`src/rtl/mem_port_arbiter_pkg.sv`:
```
// Shared types and constants for the BRAM port arbiter: response-owner encoding,
// the "no write" byte-enable value and the default starvation limit.
package mem_arb_pkg;

    typedef enum logic [1:0] {
        NONE = 2'd0,
        IF   = 2'd1,
        DM   = 2'd2
    } resp_own_t;

    localparam logic [3:0] MEM_WE_NONE          = 4'b0000;
    localparam int         STARVE_LIMIT_DEFAULT = 4;
    localparam int         STARVE_W             = 4;

    // A read is any DM access that enables no byte lanes.
    function automatic logic is_read(input logic [3:0] we);
        return (we == MEM_WE_NONE);
    endfunction

endpackage

```
`src/rtl/mem_port_arbiter_if.sv`:
```
// Bundle of the IF requester, DM requester and BRAM port signals around the arbiter,
// plus read-only debug taps of the arbiter state.
interface mem_port_arbiter_if #(
    parameter int DATA_W = 32
);
    import mem_arb_pkg::*;

    // Handshake: a requester raises req with its address (and write data/enables)
    // and holds all of them stable until gnt is seen high in the same cycle; gnt is
    // combinational from req. A granted read returns rvalid with rdata exactly one
    // cycle later; writes return nothing. Nothing is queued by the arbiter.
    logic              if_req;
    logic [DATA_W-1:0] if_addr;
    logic              if_gnt;
    logic              if_rvalid;
    logic [DATA_W-1:0] if_rdata;

    logic              dm_req;
    logic [DATA_W-1:0] dm_addr;
    logic [3:0]        dm_we;
    logic [DATA_W-1:0] dm_wdata;
    logic              dm_gnt;
    logic              dm_rvalid;
    logic [DATA_W-1:0] dm_rdata;

    logic [DATA_W-1:0] mem_addr;
    logic [3:0]        mem_we;
    logic [DATA_W-1:0] mem_wdata;
    logic [DATA_W-1:0] mem_rdata;

    resp_own_t         dbg_resp_own;
    logic [STARVE_W-1:0] dbg_starve_cnt;

    modport slave (
        input  if_req, if_addr,
        output if_gnt, if_rvalid, if_rdata,
        input  dm_req, dm_addr, dm_we, dm_wdata,
        output dm_gnt, dm_rvalid, dm_rdata,
        output mem_addr, mem_we, mem_wdata,
        input  mem_rdata,
        output dbg_resp_own, dbg_starve_cnt
    );

    modport master (
        output if_req, if_addr,
        input  if_gnt, if_rvalid, if_rdata,
        output dm_req, dm_addr, dm_we, dm_wdata,
        input  dm_gnt, dm_rvalid, dm_rdata,
        input  mem_addr, mem_we, mem_wdata,
        output mem_rdata,
        input  dbg_resp_own, dbg_starve_cnt
    );

endinterface

```
`src/rtl/mem_port_arbiter_starve_counter.sv`:
```
// Saturating count of consecutive cycles in which fetch asked for the port and lost.
// limit_hit tells the arbiter to hand the next contested cycle to fetch.
module starve_counter
    import mem_arb_pkg::*;
#(
    parameter int LIMIT = STARVE_LIMIT_DEFAULT,
    parameter int W     = STARVE_W
) (
    input  logic         clk,
    input  logic         rstd,
    input  logic         inc,
    input  logic         clr,
    output logic [W-1:0] cnt,
    output logic         limit_hit
);

    localparam logic [W-1:0] LIMIT_V = W'(LIMIT);

    always_ff @(posedge clk or negedge rstd) begin
        if (!rstd) begin
            cnt <= '0;
        end else if (clr) begin
            cnt <= '0;
        end else if (inc && (cnt != LIMIT_V)) begin
            cnt <= cnt + 1'b1;
        end
    end

    assign limit_hit = (cnt == LIMIT_V);

endmodule

```
`src/rtl/mem_port_arbiter.sv`:
```
// Shares one BRAM port between instruction fetch and data memory: same-cycle grant,
// DM priority with bounded fetch starvation, and one-cycle-late read data routing.
module mem_port_arbiter
    import mem_arb_pkg::*;
#(
    parameter int DATA_W       = 32,
    parameter int STARVE_LIMIT = STARVE_LIMIT_DEFAULT
) (
    input  logic clk,
    input  logic rstd,
    mem_port_arbiter_if.slave bus
);

    logic                if_win;
    logic                dm_win;
    logic                limit_hit;
    logic                starve_inc;
    logic                starve_clr;
    logic [STARVE_W-1:0] starve_cnt;
    logic [DATA_W-1:0]   sel_addr;
    logic [DATA_W-1:0]   sel_wdata;
    logic [3:0]          sel_we;

    resp_own_t           resp_own;
    logic                if_rvalid_q;
    logic                dm_rvalid_q;

    // DM normally wins a contested cycle; fetch wins only once it has lost STARVE_LIMIT in a row.
    always_comb begin
        if_win     = bus.if_req & (~bus.dm_req | limit_hit);
        dm_win     = bus.dm_req & ~if_win;
        starve_inc = bus.if_req & ~if_win;
        starve_clr = ~starve_inc;
    end

    always_comb begin
        sel_addr  = bus.if_addr;
        sel_wdata = '0;
        sel_we    = MEM_WE_NONE;
        if (dm_win) begin
            sel_addr  = bus.dm_addr;
            sel_wdata = bus.dm_wdata;
            sel_we    = bus.dm_we;
        end
    end

    starve_counter #(
        .LIMIT (STARVE_LIMIT),
        .W     (STARVE_W)
    ) u_starve_counter (
        .clk       (clk),
        .rstd      (rstd),
        .inc       (starve_inc),
        .clr       (starve_clr),
        .cnt       (starve_cnt),
        .limit_hit (limit_hit)
    );

    // Response owner: remembers whose read is on the BRAM output next cycle.
    always_ff @(posedge clk or negedge rstd) begin
        if (!rstd) begin
            resp_own    <= NONE;
            if_rvalid_q <= 1'b0;
            dm_rvalid_q <= 1'b0;
        end else if (if_win) begin
            resp_own    <= IF;
            if_rvalid_q <= 1'b1;
            dm_rvalid_q <= 1'b0;
        end else if (dm_win && is_read(bus.dm_we)) begin
            resp_own    <= DM;
            if_rvalid_q <= 1'b0;
            dm_rvalid_q <= 1'b1;
        end else begin
            resp_own    <= NONE;
            if_rvalid_q <= 1'b0;
            dm_rvalid_q <= 1'b0;
        end
    end

    assign bus.if_gnt    = if_win;
    assign bus.dm_gnt    = dm_win;

    assign bus.mem_addr  = sel_addr;
    assign bus.mem_wdata = sel_wdata;
    assign bus.mem_we    = sel_we;

    // Both consumers see the raw BRAM output; only the one with rvalid may use it.
    assign bus.if_rvalid = if_rvalid_q;
    assign bus.dm_rvalid = dm_rvalid_q;
    assign bus.if_rdata  = bus.mem_rdata;
    assign bus.dm_rdata  = bus.mem_rdata;

    assign bus.dbg_resp_own   = resp_own;
    assign bus.dbg_starve_cnt = starve_cnt;

endmodule

```
`src/flat_wrapper.sv`:
```
// flat-port wrapper written by rule: the top's interface ports become plain ports
module mem_port_arbiter_flat import mem_arb_pkg::*;
#(
    parameter int DATA_W       = 32,
    parameter int STARVE_LIMIT = STARVE_LIMIT_DEFAULT
)
  (clk, rstd, bus_if_req, bus_if_addr, bus_if_gnt, bus_if_rvalid, bus_if_rdata, bus_dm_req, bus_dm_addr, bus_dm_we, bus_dm_wdata, bus_dm_gnt, bus_dm_rvalid, bus_dm_rdata, bus_mem_addr, bus_mem_we, bus_mem_wdata, bus_mem_rdata, bus_dbg_resp_own, bus_dbg_starve_cnt);
  mem_port_arbiter_if #(.DATA_W(DATA_W)) bus_i ();
  input  logic clk;
  input  logic rstd;
  input wire logic [$bits(bus_i.if_req)-1:0] bus_if_req;
  input wire logic [$bits(bus_i.if_addr)-1:0] bus_if_addr;
  output wire logic [$bits(bus_i.if_gnt)-1:0] bus_if_gnt;
  output wire logic [$bits(bus_i.if_rvalid)-1:0] bus_if_rvalid;
  output wire logic [$bits(bus_i.if_rdata)-1:0] bus_if_rdata;
  input wire logic [$bits(bus_i.dm_req)-1:0] bus_dm_req;
  input wire logic [$bits(bus_i.dm_addr)-1:0] bus_dm_addr;
  input wire logic [$bits(bus_i.dm_we)-1:0] bus_dm_we;
  input wire logic [$bits(bus_i.dm_wdata)-1:0] bus_dm_wdata;
  output wire logic [$bits(bus_i.dm_gnt)-1:0] bus_dm_gnt;
  output wire logic [$bits(bus_i.dm_rvalid)-1:0] bus_dm_rvalid;
  output wire logic [$bits(bus_i.dm_rdata)-1:0] bus_dm_rdata;
  output wire logic [$bits(bus_i.mem_addr)-1:0] bus_mem_addr;
  output wire logic [$bits(bus_i.mem_we)-1:0] bus_mem_we;
  output wire logic [$bits(bus_i.mem_wdata)-1:0] bus_mem_wdata;
  input wire logic [$bits(bus_i.mem_rdata)-1:0] bus_mem_rdata;
  output wire logic [$bits(bus_i.dbg_resp_own)-1:0] bus_dbg_resp_own;
  output wire logic [$bits(bus_i.dbg_starve_cnt)-1:0] bus_dbg_starve_cnt;
  assign bus_i.if_req = bus_if_req;
  assign bus_i.if_addr = bus_if_addr;
  assign bus_if_gnt = bus_i.if_gnt;
  assign bus_if_rvalid = bus_i.if_rvalid;
  assign bus_if_rdata = bus_i.if_rdata;
  assign bus_i.dm_req = bus_dm_req;
  assign bus_i.dm_addr = bus_dm_addr;
  assign bus_i.dm_we = bus_dm_we;
  assign bus_i.dm_wdata = bus_dm_wdata;
  assign bus_dm_gnt = bus_i.dm_gnt;
  assign bus_dm_rvalid = bus_i.dm_rvalid;
  assign bus_dm_rdata = bus_i.dm_rdata;
  assign bus_mem_addr = bus_i.mem_addr;
  assign bus_mem_we = bus_i.mem_we;
  assign bus_mem_wdata = bus_i.mem_wdata;
  assign bus_i.mem_rdata = bus_mem_rdata;
  assign bus_dbg_resp_own = bus_i.dbg_resp_own;
  assign bus_dbg_starve_cnt = bus_i.dbg_starve_cnt;
  mem_port_arbiter #(.DATA_W(DATA_W), .STARVE_LIMIT(STARVE_LIMIT)) u_core (.clk(clk), .rstd(rstd), .bus(bus_i));
endmodule
```
`config.mk`:
```
export PLATFORM = sky130hd
export DESIGN_NAME = mem_port_arbiter_flat
export DESIGN_NICKNAME = d
export VERILOG_FILES = /design/src/rtl/mem_port_arbiter_pkg.sv /design/src/rtl/mem_port_arbiter_if.sv /design/src/rtl/mem_port_arbiter_starve_counter.sv /design/src/rtl/mem_port_arbiter.sv /design/src/flat_wrapper.sv
export SDC_FILE = /design/constraint.sdc
export NUM_CORES = 1
export LEC_CHECK = 0
export ABC_AREA = 1
export BUFFER_PORTS_ARGS = -buffer_cell sky130_fd_sc_hd__buf_2
export CAP_MARGIN = 5
export CORE_AREA = 2 2 108 110
export DETAILED_ROUTE_END_ITERATION = 7
export DIE_AREA = 0 0 110 112
export HOLD_SLACK_MARGIN = 0.06
export PLACE_DENSITY = 0.56
export SLEW_MARGIN = 20
export SYNTH_ARGS = -nofsm -noshare
export SYNTH_HDL_FRONTEND = slang
export SYNTH_HIERARCHICAL = 1
export SYNTH_SLANG_ARGS = --single-unit
```
`constraint.sdc`:
```
create_clock -name clk -period 1.8 [get_ports clk]
set_input_delay 0.27 -clock clk [delete_from_list [all_inputs] [get_ports clk]]
set_output_delay 0.27 -clock clk [all_outputs]
set_load 0.005 [all_outputs]
```
Yosys cells after proc, flatten, opt, wreduce, memory -nomap -nowiden
Cells that the tools add are included.
{"block": "op_classes", "n_eq_ne": 3, "bitwise_logic": 6, "reduce_logical": 3, "n_mux": 10, "n_addsub": 1}
{"cell": "$mux 32", "n": 2}
{"cell": "$mux 4", "n": 3}
{"cell": "$add 4x1->4 const B", "n": 1}
{"cell": "$eq 4x3->1 const B", "n": 1}
{"cell": "$logic_not 4->1", "n": 1}
{"cell": "$mux 2", "n": 2}
{"cell": "$ne 4x3->1 const B", "n": 1}
{"cell": "$and 1x1->1", "n": 3}
{"cell": "$mux 1", "n": 3}
{"cell": "$logic_and 1x1->1", "n": 2}
{"cell": "$ne 2x1->1 const B", "n": 1}
{"cell": "$not 1->1", "n": 2}
{"cell": "$or 1x1->1", "n": 1}
{"block": "word_totals", "word_cells": 27, "regBits": 8, "output_inout_bits": 142, "input_bits": 136}

Depth between registers and ports, before layout
Gate-level depths: netlist of the first run.
{"block": "depth", "depth_word": 8, "ltp_mapped": 12, "depth_no_buf": 12}

Hierarchy
The synthesis of the first run kept the hierarchy.
{"module": "mem_port_arbiter", "instances": 1, "seq_area_each_um2": 50.0, "cells_each": 257, "area_per_inst_um2": 1297.5}
{"module": "starve_counter", "instances": 1, "seq_area_each_um2": 100.1, "cells_each": 32, "area_per_inst_um2": 252.7}

Worst setup path before layout of the first run
No wires, ideal clock.
{"block": "synth_path", "path_type": "reg-to-output", "startpoint": "reg u_core.u_starve_counter.cnt[0]", "endpoint": "out bus_mem_addr[18]", "arrival_time_ns": 1.424, "path_slack_ns": 0.106, "path_stages_with_launch": 9, "path_buffers": 1, "required_time_ns": 1.530, "cell_sequence": "dfrtp_1 -> inv_1 -> ha_1 -> nand2_1 -> nor2_2 -> a21o_1 -> buf_2 -> nand2_1 -> nand2_1"}
{"block": "synth_between", "elab_chain_len": 6}
{"item": "start, declared", "line_no": "mem_port_arbiter_starve_counter.sv:13", "source": "output logic [W-1:0] cnt,"}
{"item": "start signal, assigned", "line_no": "mem_port_arbiter_starve_counter.sv:25", "source": "cnt <= cnt + 1'b1;"}
{"item": "$eq 4x3->1", "line_no": "mem_port_arbiter_starve_counter.sv:29", "source": "assign limit_hit = (cnt == LIMIT_V);"}
{"item": "net u_core.limit_hit", "line_no": "mem_port_arbiter.sv:16", "source": "logic limit_hit;"}
{"item": "$or 1x1->1", "line_no": "mem_port_arbiter.sv:30", "source": "if_win = bus.if_req & (~bus.dm_req | limit_hit);"}
{"item": "$and 1x1->1", "line_no": "mem_port_arbiter.sv:30"}
{"item": "$not 1->1", "line_no": "mem_port_arbiter.sv:31", "source": "dm_win = bus.dm_req & ~if_win;"}
{"item": "$and 1x1->1", "line_no": "mem_port_arbiter.sv:31"}
{"item": "$mux 32", "line_no": "mem_port_arbiter.sv:40", "source": "if (dm_win) begin"}
{"item": "end, declared", "line_no": "flat_wrapper.sv:23", "source": "output wire logic [$bits(bus_i.mem_addr)-1:0] bus_mem_addr;"}
The timed path passes the listed nets, and every way through them passes these cells.

Worst setup path in the final report of the first run
{"block": "layout_path", "startpoint": "reg u_core.u_starve_counter.cnt[0]", "endpoint": "out bus_mem_addr[22]"}
The elaborated chain is that of the path after synthesis.

==> run_results.csv, run 1 <==
group,metric,value,unit
yosys,syn_area_per_cell,5.364,sq um
min_path,worstHoldStart,"bus_dm_we[1]",
worst_setup_path,crit_slowest_cell,"dfrtp_1",
global_routing,first_global_vias,1704,
yosys,syn-num-nets,427,
sta,worst_slack,-0.1643,ns
placement,placed_area,0.002188,sq mm
placement,io_buffers,181,
placement,dpl.cell_count,548,
route,via_per_inst,3.579,
floorplanning,die_x,110,microns
route,dr_wl_met2,3927,microns
yosys,synth.distinct_cells,18,
sta,period_needed,1.964,ns
sta,grt_setup_unrepaired,"true",
yosys,ys_seq_elements,6,
sta,finalMaxSlewViolations,0,
floorplanning,rows,39,
min_path,hold-path-cell-count,4,
route,wirelength,7474,microns
sta,hold_viol,0,
sta,tightestPinTransition,0.1880,ns
sta,finalSetupViolCount,69,
job,cap_violations,0,
worst_setup_path,slowest_delay,0.35,ns
floorplanning,die_h,112,microns
worst_setup_path,crit_required,1.53,ns
final_layout,layout-drive-gt1-share,59.24,%
clocking,cts_sinks,6,
clocking,cts-buffers-inserted,3,
worst_setup_path,crit_arrival,1.69,ns
sta,clock_skew,0.0001764,ns
sta,period_share,109.1,%
final_layout,fin_area,0.002680,sq mm
route,antenna_left,0,
worst_setup_path,r2r_end,"u_core/u_starve_counter/cnt[1]",
pwr,totalPowerFinal,1001,uW
global_routing,grt_pass1_wl,9584,microns
status,violations,"negative setup slack",
clocking,h-tree-depth,1,
worst_setup_path,cpMostUsedCell,"nand2_1",
sta,slew_headroom,87.44,%
status,status,"complete, but fails checks",
yosys,ys_seq_area_share,9.685,%
route,dr.pass1.iters,4,
worst_setup_path,r2r-start,"u_core/u_starve_counter/cnt[0]",
global_routing,antenna_found_initial,0,
floorplanning,ios,278,
clocking,path_clk_slew,0.03,ns
pwr,p_leak,0.001846,uW
final_layout,fin_nets,562,
worst_setup_path,rr_worst_depth,11,
global_routing,grt_max_degree,30,
placement,dp_slack,-0.02206,ns
placement,gp_congestion,0.8234,
floorplanning,start_util,13.87,%
final_layout,final_cells,565,
yosys,ys_warn_count,6,
global_routing,track_usage,9.944,%
clocking,insertion_delay,0.23,ns
min_path,hold_path_class,"input pin to flip-flop",
route,wl_met1,2854,microns
worst_setup_path,r2r_slack,0.17,ns
pwr,vdd_drop_max,0.4102,mV
placement,dp_hpwl,5545,microns
route,drc,0,
route,vias,2022,
worst_setup_path,end_kind,"output port",
pwr,p_per_area,373.4,mW/mm^2
worst_setup_path,critPathMaxFanout,10,
worst_setup_path,crit_type,"flip-flop to output port",
final_layout,syn_to_final_growth,72.88,%
floorplanning,die_area,0.01232,sq mm
yosys,syn_inst,289,
clocking,cts_tree,"done",
route,topRoutingLayerUsed,"met4",
clocking,clock_path_buffers,2,
final_layout,n_antenna_cell,0,
global_routing,grt_overflow,0,
route,drt_iter0_drc,109,
worst_setup_path,cp_cell_sequence,"inv_2, ha_4, nand2_4, nor2_4, a21oi_4, buf_12, clkbuf_16, nand2_1, nand2_1, buf_2",
route,wl_per_cell,13.23,microns
min_path,whs_endpoint,"u_core/bus.dm_rvalid",
worst_setup_path,start_kind,"flip-flop",
yosys,syn-cell-area,0.001550,sq mm
floorplanning,core,0.01117,sq mm
clocking,cts_root_buf,"clkbuf_16",
sta,fmax,509.1,MHz
route,wl_met3,556,microns
==> placed cells by master, fill, tap and decap left out, drive strengths merged <==
cell	netlist	layout
buf	76	201
nand2	141	141
inv	44	44
clkbuf	0	7
dfrtp	6	6
nor2	6	6
nand3	4	4
nand4	3	3
o21ai	3	3
ha	2	2
dlygate4sd3	0	1
a21boi	1	1
a21oi	1	1
a21o	1	1
or2	1	1
==> flip-flops by register name, summed over array words and instances, names as in the netlist <==
| register | count |
|---|---|
| u_core/bus.dm_rvalid | 1 |
| u_core/bus.dbg_resp_own | 1 |
| u_core/u_starve_counter/cnt | 4 |
==> routing by layer <==
layer	vias to the layer above	GRT usage (%)
met1	860	11.73
li1	1035	-
met4	0	2.785
met3	16	2.869
met5	-	0
met2	111	17.26
==> critical path: cells and delay by family, from the launching register on <==
kind / cells / cell delay, ns
buf+inv: 4 / 0.52
flops: 1 / 0.35
simple gates: 4 / 0.21
compound gates: 1 / 0.21
fa+ha+maj: 1 / 0.16
==> cells in the mapped netlist <==
| cell type | number | share of area, % |
|---|---|---|
| a21boi_0 | 1 | 0.48 |
| a21o_1 | 1 | 0.48 |
| a21oi_4 | 1 | 1.0 |
| buf_2 | 8 | 2.6 |
| buf_4 | 67 | 32 |
| buf_6 | 1 | 0.73 |
| dfrtp_1 | 6 | 9.7 |
| ha_1 | 2 | 1.6 |
| inv_1 | 43 | 10 |
| inv_2 | 1 | 0.24 |
| nand2_1 | 141 | 34 |
| nand3_1 | 4 | 1.3 |
| nand4_1 | 3 | 1.2 |
| nor2_1 | 3 | 0.73 |
| nor2_2 | 2 | 0.81 |
| nor2_4 | 1 | 0.73 |
| o21ai_0 | 3 | 0.97 |
| or2_2 | 1 | 0.40 |
==> where the power goes <==
group	leakage, uW	internal, uW	switching [uW]
sequential	0.0000823	138	1.17
combinational	0.00173	275	233
clock	0.0000370	284	69.1
==> layout make-up <==
cell class / count / area, sq um
Clock buffer: 3 / 75.07
Fill cell: 1255 / 8494
Inverter: 44 / 165.2
Multi-Input combinational cell: 163 / 797.0
Sequential cell: 6 / 150.1
Tap cell: 143 / 178.9
Timing Repair Buffer: 206 / 1314
==> how the worst max path moves through the flow <==
stage	startpoint	to	slack (ns)
floorplan	u_core/u_starve_counter/cnt[0]	bus_mem_addr[18]	0.11
global placement	u_core/u_starve_counter/cnt[1]	bus_mem_addr[13]	0.01
detailed placement	u_core/u_starve_counter/cnt[0]	bus_mem_addr[13]	-0.02
CTS	u_core/u_starve_counter/cnt[1]	bus_mem_addr[22]	-0.16
global route	u_core/u_starve_counter/cnt[1]	bus_mem_addr[23]	-0.21
finish	u_core/u_starve_counter/cnt[0]	bus_mem_addr[22]	-0.16
==> kinds of logic (layout without fill, tap and decap cells) <==
family,Yosys count,after routing,synth area share (%)
AOI/OAI and AO/OA,6,6,2.987
adders and majority gates,2,2,1.614
buffers and inverters,120,253,46.41
DFF,6,6,9.685
and+or+nand+nor,155,155,39.31
==> stage by stage <==
step	setup TNS, ns	hold slack, ns	util [%]
finish	-7.898	0.2970	23.98
global route	-12.54	0.3035	23.98
CTS	-8.682	0.2907	21.52
detailed placement	-0.02206	0.09992	19.58
global placement	0	0.09853	19.58
floorplan	0	-0.02559	-
==> timing repair <==
action                                 in CTS  in global routing
endpoints found under the hold margin       6                  0
gates cloned                                2                  6
buffers inserted                            2                  5
gates resized for setup                    21                 46
hold buffers                                1                  0
setup endpoints to repair                  70                 74
pin swaps                                   4                 13
No activity file was read; power rests on OpenSTA's default activity.
==> inputs of run 2 (changes only) <==
==> constraint.sdc (replaced) <==
create_clock -name clk -period 1.8 [get_ports clk]
set_input_delay 0.27 -clock clk [delete_from_list [all_inputs] [get_ports clk]]
set_output_delay 0.27 -clock clk [all_outputs]
set_load 0.1 [all_outputs]
==> run 2 against run 1 <==
Compared with the run above: the run still ends with negative setup slack left; sequential power hardly changed; utilization rose by 19 points; via count rose by 6.6%; critical path depth did not move; non-clock buffer count rose by 2; sequential cell count stayed put; first-iteration DRC count decreased by 68%; die area did not move; sequential share of layout area decreased by 2.2 points; power rose by 140%; critical endpoint is now bus_mem_addr[21].
==> run_results.csv, run 2 (synthesis gave the netlist of run 1 again) <==
group,metric,value,unit
status,status,"complete, but fails checks",
status,violations,"negative setup slack",
route,vias,2155,
route,drc,0,
pwr,p_per_area,511.1,mW/mm^2
clocking,h-tree-depth,1,
placement,dp_hpwl,5812,microns
worst_setup_path,crit_required,1.53,ns
sta,tightestPinTransition,0.4884,ns
worst_setup_path,start_kind,"flip-flop",
worst_setup_path,end_kind,"output port",
floorplanning,die_h,112,microns
clocking,cts_root_buf,"clkbuf_16",
final_layout,largest_reg_flops,4,
global_routing,antenna_found_initial,0,
placement,dpl.cell_count,556,
clocking,clock_path_buffers,2,
sta,clock_skew,0.002703,ns
pwr,vdd_drop_max,0.3142,mV
sta,worst_slack,-0.3700,ns
route,wl_per_cell,12.66,microns
sta,hold_viol,0,
final_layout,n_antenna_cell,0,
final_layout,syn_to_final_growth,206.3,%
worst_setup_path,crit_arrival,1.90,ns
floorplanning,start_util,13.87,%
sta,slew_headroom,67.66,%
final_layout,layout-drive-gt1-share,89.39,%
final_layout,top_register,"u_core/u_starve_counter/cnt",
sta,grt_setup_unrepaired,"true",
pwr,p_clk_share,14.7,%
worst_setup_path,critPathMaxFanout,7,
global_routing,grt_pass1_wl,10670,microns
worst_setup_path,crit_type,"flip-flop to output port",
final_layout,final_util,42.49,%
sta,finalMaxSlewViolations,0,
final_layout,layout_common_cells,"buf_2, buf_12, nand2_4",
clocking,cts_tree,"done",
pwr,power.internal,1122,uW
placement,io_buffers,181,
pwr,p_sw_share,53.76,%
global_routing,grt_max_degree,22,
pwr,seqPwrFrac,5.8,%
clocking,insertion_delay,0.23,ns
floorplanning,die_area,0.01232,sq mm
floorplanning,core,0.01117,sq mm
pwr,p_leak,0.002184,uW
floorplanning,ios,278,
route,dr.pass1.iters,3,
clocking,cts-buffers-inserted,3,
final_layout,fin_nets,564,
sta,period_needed,2.170,ns
route,antenna_left,0,
floorplanning,rows,39,
min_path,hold_path_class,"input pin to flip-flop",
route,wirelength,7180,microns
pwr,power.share.combinational,79.5,%
sta,fin_setup_tns,-21.28,ns
job,cap_violations,0,
final_layout,final_common_cell,"buf_2",
clocking,path_clk_slew,0.03,ns
pwr,power_switching,1305,uW
placement,gp_congestion,0.7514,
clocking,cts_sinks,6,
route,via_per_inst,3.801,
sta,fmax,460.8,MHz
sta,finalSetupViolCount,70,
global_routing,grt_overflow,0,
global_routing,track_usage,10.93,%
route,drt_iter0_drc,35,
floorplanning,die_x,110,microns
global_routing,first_global_vias,2282,
sta,period_share,120.6,%
final_layout,final_cells,567,
run 2: area by class of cell:
type | instances | area [sq um]
clock buffers | 3 | 75.07
fillers | 1058 | 6426
inverters | 44 | 305.3
multi-input cells | 163 | 1732
flip-flops and latches | 6 | 160.2
well taps | 143 | 178.9
repair buffers | 208 | 2297
run 2: path summary, 6_finish.rpt:
path	start	slack [ns]	to	depth (start not counted)
setup / recovery	u_core/u_starve_counter/cnt[1]	-0.37	bus_mem_addr[21]	10
hold / removal	bus_dm_we[3]	0.30	u_core/bus.dm_rvalid	4
setup reg to reg	u_core/u_starve_counter/cnt[1]	0.10	u_core/u_starve_counter/cnt[1]	11
hold reg to reg	u_core/u_starve_counter/cnt[3]	0.66	u_core/u_starve_counter/cnt[3]	3
max in group asynchronous	rstd	1.24	u_core/u_starve_counter/cnt[0]	2
min in group asynchronous	rstd	0.40	u_core/bus.dbg_resp_own[0]	2
run 2: layer usage:
layer | vias to the layer above | track usage [%] | wire length [microns] | share of wire [%]
met3 | 11 | 3.103 | 611 | 8.5
met2 | 116 | 20.78 | 4129 | 58
met4 | 0 | 1.435 | 43 | 0.60
met5 | - | 0 | 0 | 0
met1 | 986 | 12.05 | 2395 | 33
li1 | 1042 | - | - | -
run 2: what timing repair did:
| action | 4_1_cts | 5_1_grt |
|---|---|---|
| cloned | 3 | 1 |
| setup buffers | 4 | 1 |
| endpoints found under the hold margin | 6 | 0 |
| setup endpoints to repair | 70 | 74 |
| pin swaps | 3 | 8 |
| hold buffers | 1 | 0 |
| gates resized for setup | 41 | 47 |
run 2: metrics by stage:
step | total power (uW) | instance area, sq um | setup slack [ns] | hold WS, ns
after CTS | 2409 | 4584 | -0.3870 | 0.2963
after global placement | 1956 | 4248 | -0.2087 | 0.09933
final | 2427 | 4748 | -0.3700 | 0.3021
after global routing | 2511 | 4748 | -0.4402 | 0.3167
after floorplan | 1979 | 2515 | -0.4263 | -0.02559
after detailed placement | 1971 | 4248 | -0.2482 | 0.09895
run 2: worst max-delay path, stage by stage, from the launching register on:
cell     delay (ns)
dfrtp_4        0.48
inv_4          0.07
ha_4           0.13
nand2_4        0.05
nor2_4         0.16
a21o_4         0.20
buf_6          0.12
buf_16         0.14
nand2_4        0.07
nand2_8        0.07
buf_12         0.16
run 2: power groups by stage:
stage / sequential (uW) / clock [uW] / combinational, uW
2_1_floorplan: 161 / 0 / 1820
6_report: 141 / 356 / 1930
5_1_grt: 141 / 375 / 2000
3_3_place_gp: 142 / 0 / 1810
4_1_cts: 141 / 364 / 1900
3_5_place_dp: 142 / 0 / 1830
==> inputs of run 3 (changes only) <==
--- a/config.mk
+++ b/config.mk
@@ -5,14 +5,13 @@
 export SDC_FILE = /design/constraint.sdc
 export NUM_CORES = 1
 export LEC_CHECK = 0
-export ABC_AREA = 1
 export BUFFER_PORTS_ARGS = -buffer_cell sky130_fd_sc_hd__buf_2
 export CAP_MARGIN = 5
 export CORE_AREA = 2 2 108 110
 export DETAILED_ROUTE_END_ITERATION = 7
 export DIE_AREA = 0 0 110 112
 export HOLD_SLACK_MARGIN = 0.06
-export PLACE_DENSITY = 0.56
+export PLACE_DENSITY = 0.55
 export SLEW_MARGIN = 20
 export SYNTH_ARGS = -nofsm -noshare
 export SYNTH_HDL_FRONTEND = slang
==> run 3 against run 2 <==
Compared with the run above: the run still ends with negative setup slack left; sequential power about the same; maximum frequency shrank 1.3%; clock-buffer cell count grew 1; first-iteration DRC count is 8.6% lower; non-clock buffer count increased by 4; clock power up 5%; largest cell class unchanged; critical path depth decreased by 1; largest power group unchanged; highest routed layer unchanged.
==> run_results.csv, run 3 <==
group,metric,value,unit
status,status,"complete, but fails checks",
status,violations,"negative setup slack",
sta,grt_setup_unrepaired,"true",
pwr,p_per_area,578.3,mW/mm^2
placement,io_buffers,181,
final_layout,top_register,"u_core/u_starve_counter/cnt",
yosys,yosysTopAreaCellShare,34.15,%
final_layout,largest_reg_flops,4,
global_routing,first_global_vias,1730,
clocking,cts_sinks,6,
pwr,vdd_drop_max,0.4180,mV
route,via_per_inst,3.654,
route,drt_iter0_drc,32,
global_routing,grt_max_degree,14,
job,cap_violations,0,
yosys,synthArstFlopShare,100.0,%
yosys,synth-edff-count,0,
worst_setup_path,end_kind,"output port",
clocking,clock_path_buffers,2,
clocking,h-tree-depth,1,
sta,slew_headroom,66.72,%
yosys,synth_area_leaders,"buf_4, mux2_2, and2_1, dfrtp_1, buf_6",
floorplanning,ios,278,
sta,worst_slack,-0.3986,ns
sta,period_needed,2.199,ns
sta,finalMaxSlewViolations,0,
pwr,totalPowerFinal,2208,uW
yosys,ys_seq_elements,6,
yosys,syn-num-nets,312,
route,wirelength,6914,microns
clocking,cts-buffers-inserted,3,
yosys,syn_inst,174,
worst_setup_path,crit_type,"flip-flop to output port",
sta,clock_skew,0.006986,ns
clocking,cts_tree,"done",
yosys,ys_seq_area_share,10.20,%
floorplanning,die_h,112,microns
yosys,syn-cell-area,0.001473,sq mm
worst_setup_path,crit_arrival,1.93,ns
final_layout,n_antenna_cell,0,
placement,dp_slack,-0.2458,ns
sta,finalSetupViolCount,70,
global_routing,grt_overflow,0,
sta,tightestPinTransition,0.5027,ns
worst_setup_path,crit_required,1.53,ns
floorplanning,start_util,13.18,%
clocking,cts_root_buf,"clkbuf_16",
worst_setup_path,cpMostUsedCell,"inv_4",
final_layout,final_common_cell,"buf_2",
floorplanning,rows,39,
yosys,synth_flop_cell,"dfrtp_1",
worst_setup_path,crit_slowest_cell,"dfrtp_4",
sta,fmax,454.8,MHz
route,wl_per_cell,15.03,microns
global_routing,track_usage,10.11,%
floorplanning,core,0.01117,sq mm
worst_setup_path,cp_num_buf_inv,5,
yosys,yosysMostFrequentCell,"buf_4",
placement,dp_hpwl,5457,microns
worst_setup_path,crit_family,"buffers and inverters",
worst_setup_path,slowest_delay,0.42,ns
placement,gp_congestion,0.7077,
clocking,path_clk_slew,0.04,ns
yosys,ys_warn_count,6,
yosys,syn_area_per_cell,8.464,sq um
pwr,p_leak,0.001920,uW
final_layout,layout-drive-gt1-share,94.95,%
final_layout,layout_common_cells,"buf_2, buf_12, and2_4",
route,dr.pass1.iters,4,
final_layout,syn_to_final_growth,159.2,%
yosys,synthTopCellsByCount,"buf_4, and2_1, mux2_2, dfrtp_1",
worst_setup_path,critPathMaxFanout,6,
yosys,synth_largest_area_cell,"buf_4",
sta,period_share,122.1,%
global_routing,grt_pass1_wl,9473,microns
route,vias,1681,
min_path,hold_path_class,"input pin to flip-flop",
yosys,synth.distinct_cells,24,
route,drc,0,
clocking,insertion_delay,0.23,ns
global_routing,antenna_found_initial,0,
worst_setup_path,start_kind,"flip-flop",
worst_setup_path,cp_cell_sequence,"inv_4, ha_4, nand3b_4, inv_4, a21boi_4, buf_6, clkbuf_16, mux2_4, buf_12",
sta,hold_viol,0,
route,antenna_left,0,
final_layout,fin_nets,456,
floorplanning,die_area,0.01232,sq mm
floorplanning,die_x,110,microns
-- run 3: cell types whose count changed after synthesis, moves of 3 or more --
cell	delta
mux2_2	+30
and2_1	+37
nand2_1	-140
buf_2	-7
a21oi_1	+4
o21ai_0	-3
inv_1	-40
-- run 3: kinds of logic after synthesis --
logic type               Yosys count  synth area share [%]
flip-flops                         6                 10.20
buffers and inverters             77                 38.32
adder cells (fa/ha/maj)            2                 1.699
AO/OA/AOI/OAI                      8                 4.334
AND/OR/NAND/NOR                   49                 20.99
multiplexers                      32                 24.47
-- run 3: repair_timing --
item,CTS,global route
hold buffers,1,0
cloned,1,5
pin swaps,5,10
buffers inserted,10,2
endpoints found under the hold margin,6,0
resized for setup,125,17
setup endpoints to repair,71,74
-- run 3: per-stage QoR --
step / util [%] / TNS (ns) / hold WS (ns) / cell area [sq um] / cells
floorplan: - / -21.99 / -0.02559 / 1750 / 174
global placement: 26.69 / -10.44 / 0.09883 / 2983 / 439
detailed placement: 26.69 / -12.48 / 0.1021 / 2983 / 439
CTS: 32.39 / -26.13 / 0.3747 / 3620 / 455
global route: 34.16 / -30.32 / 0.3973 / 3817 / 460
finish: 34.16 / -24.94 / 0.3766 / 3817 / 460
-- run 3: layout make-up --
cell class              instances  area [sq um]
fillers                      1094          7357
repair buffers                212          2362
multi-input cells              91          1012
well taps                     143         178.9
flip-flops and latches          6         160.2
clock buffers                   4         78.83
inverters                       4         25.02
-- run 3: path summary, 6_finish.rpt --
check | from | slack, ns | endpoint | depth (start not counted)
min reg2reg | u_core/u_starve_counter/cnt[3] | 0.68 | u_core/u_starve_counter/cnt[3] | 3
min in group asynchronous | rstd | 0.39 | u_core/u_starve_counter/cnt[0] | 2
min | bus_dm_we[3] | 0.38 | u_core/bus.dm_rvalid | 3
max | u_core/u_starve_counter/cnt[0] | -0.40 | bus_mem_addr[15] | 9
max reg2reg | u_core/u_starve_counter/cnt[1] | 0.01 | u_core/u_starve_counter/cnt[1] | 11
max in group asynchronous | rstd | 1.24 | u_core/u_starve_counter/cnt[3] | 2
-- run 3: report_power, final --
group	switching, uW	internal [uW]	total [uW]
registers	1.47	139	140
clock network	80.2	294	375
logic	1020	676	1690
-- run 3: routing by layer --
layer	wire, microns	track usage (%)	part of all wire (%)
met5	0	0	0
met3	564	1.581	8.2
met2	3658	18.49	53
met1	2568	11.74	37
met4	122	3.291	1.8
-- run 3: worst min-delay path: cells and delay by family --
kind,cells,cell delay (ns)
buffers and inverters,1,0.09
AND/OR/NAND/NOR,2,0.19
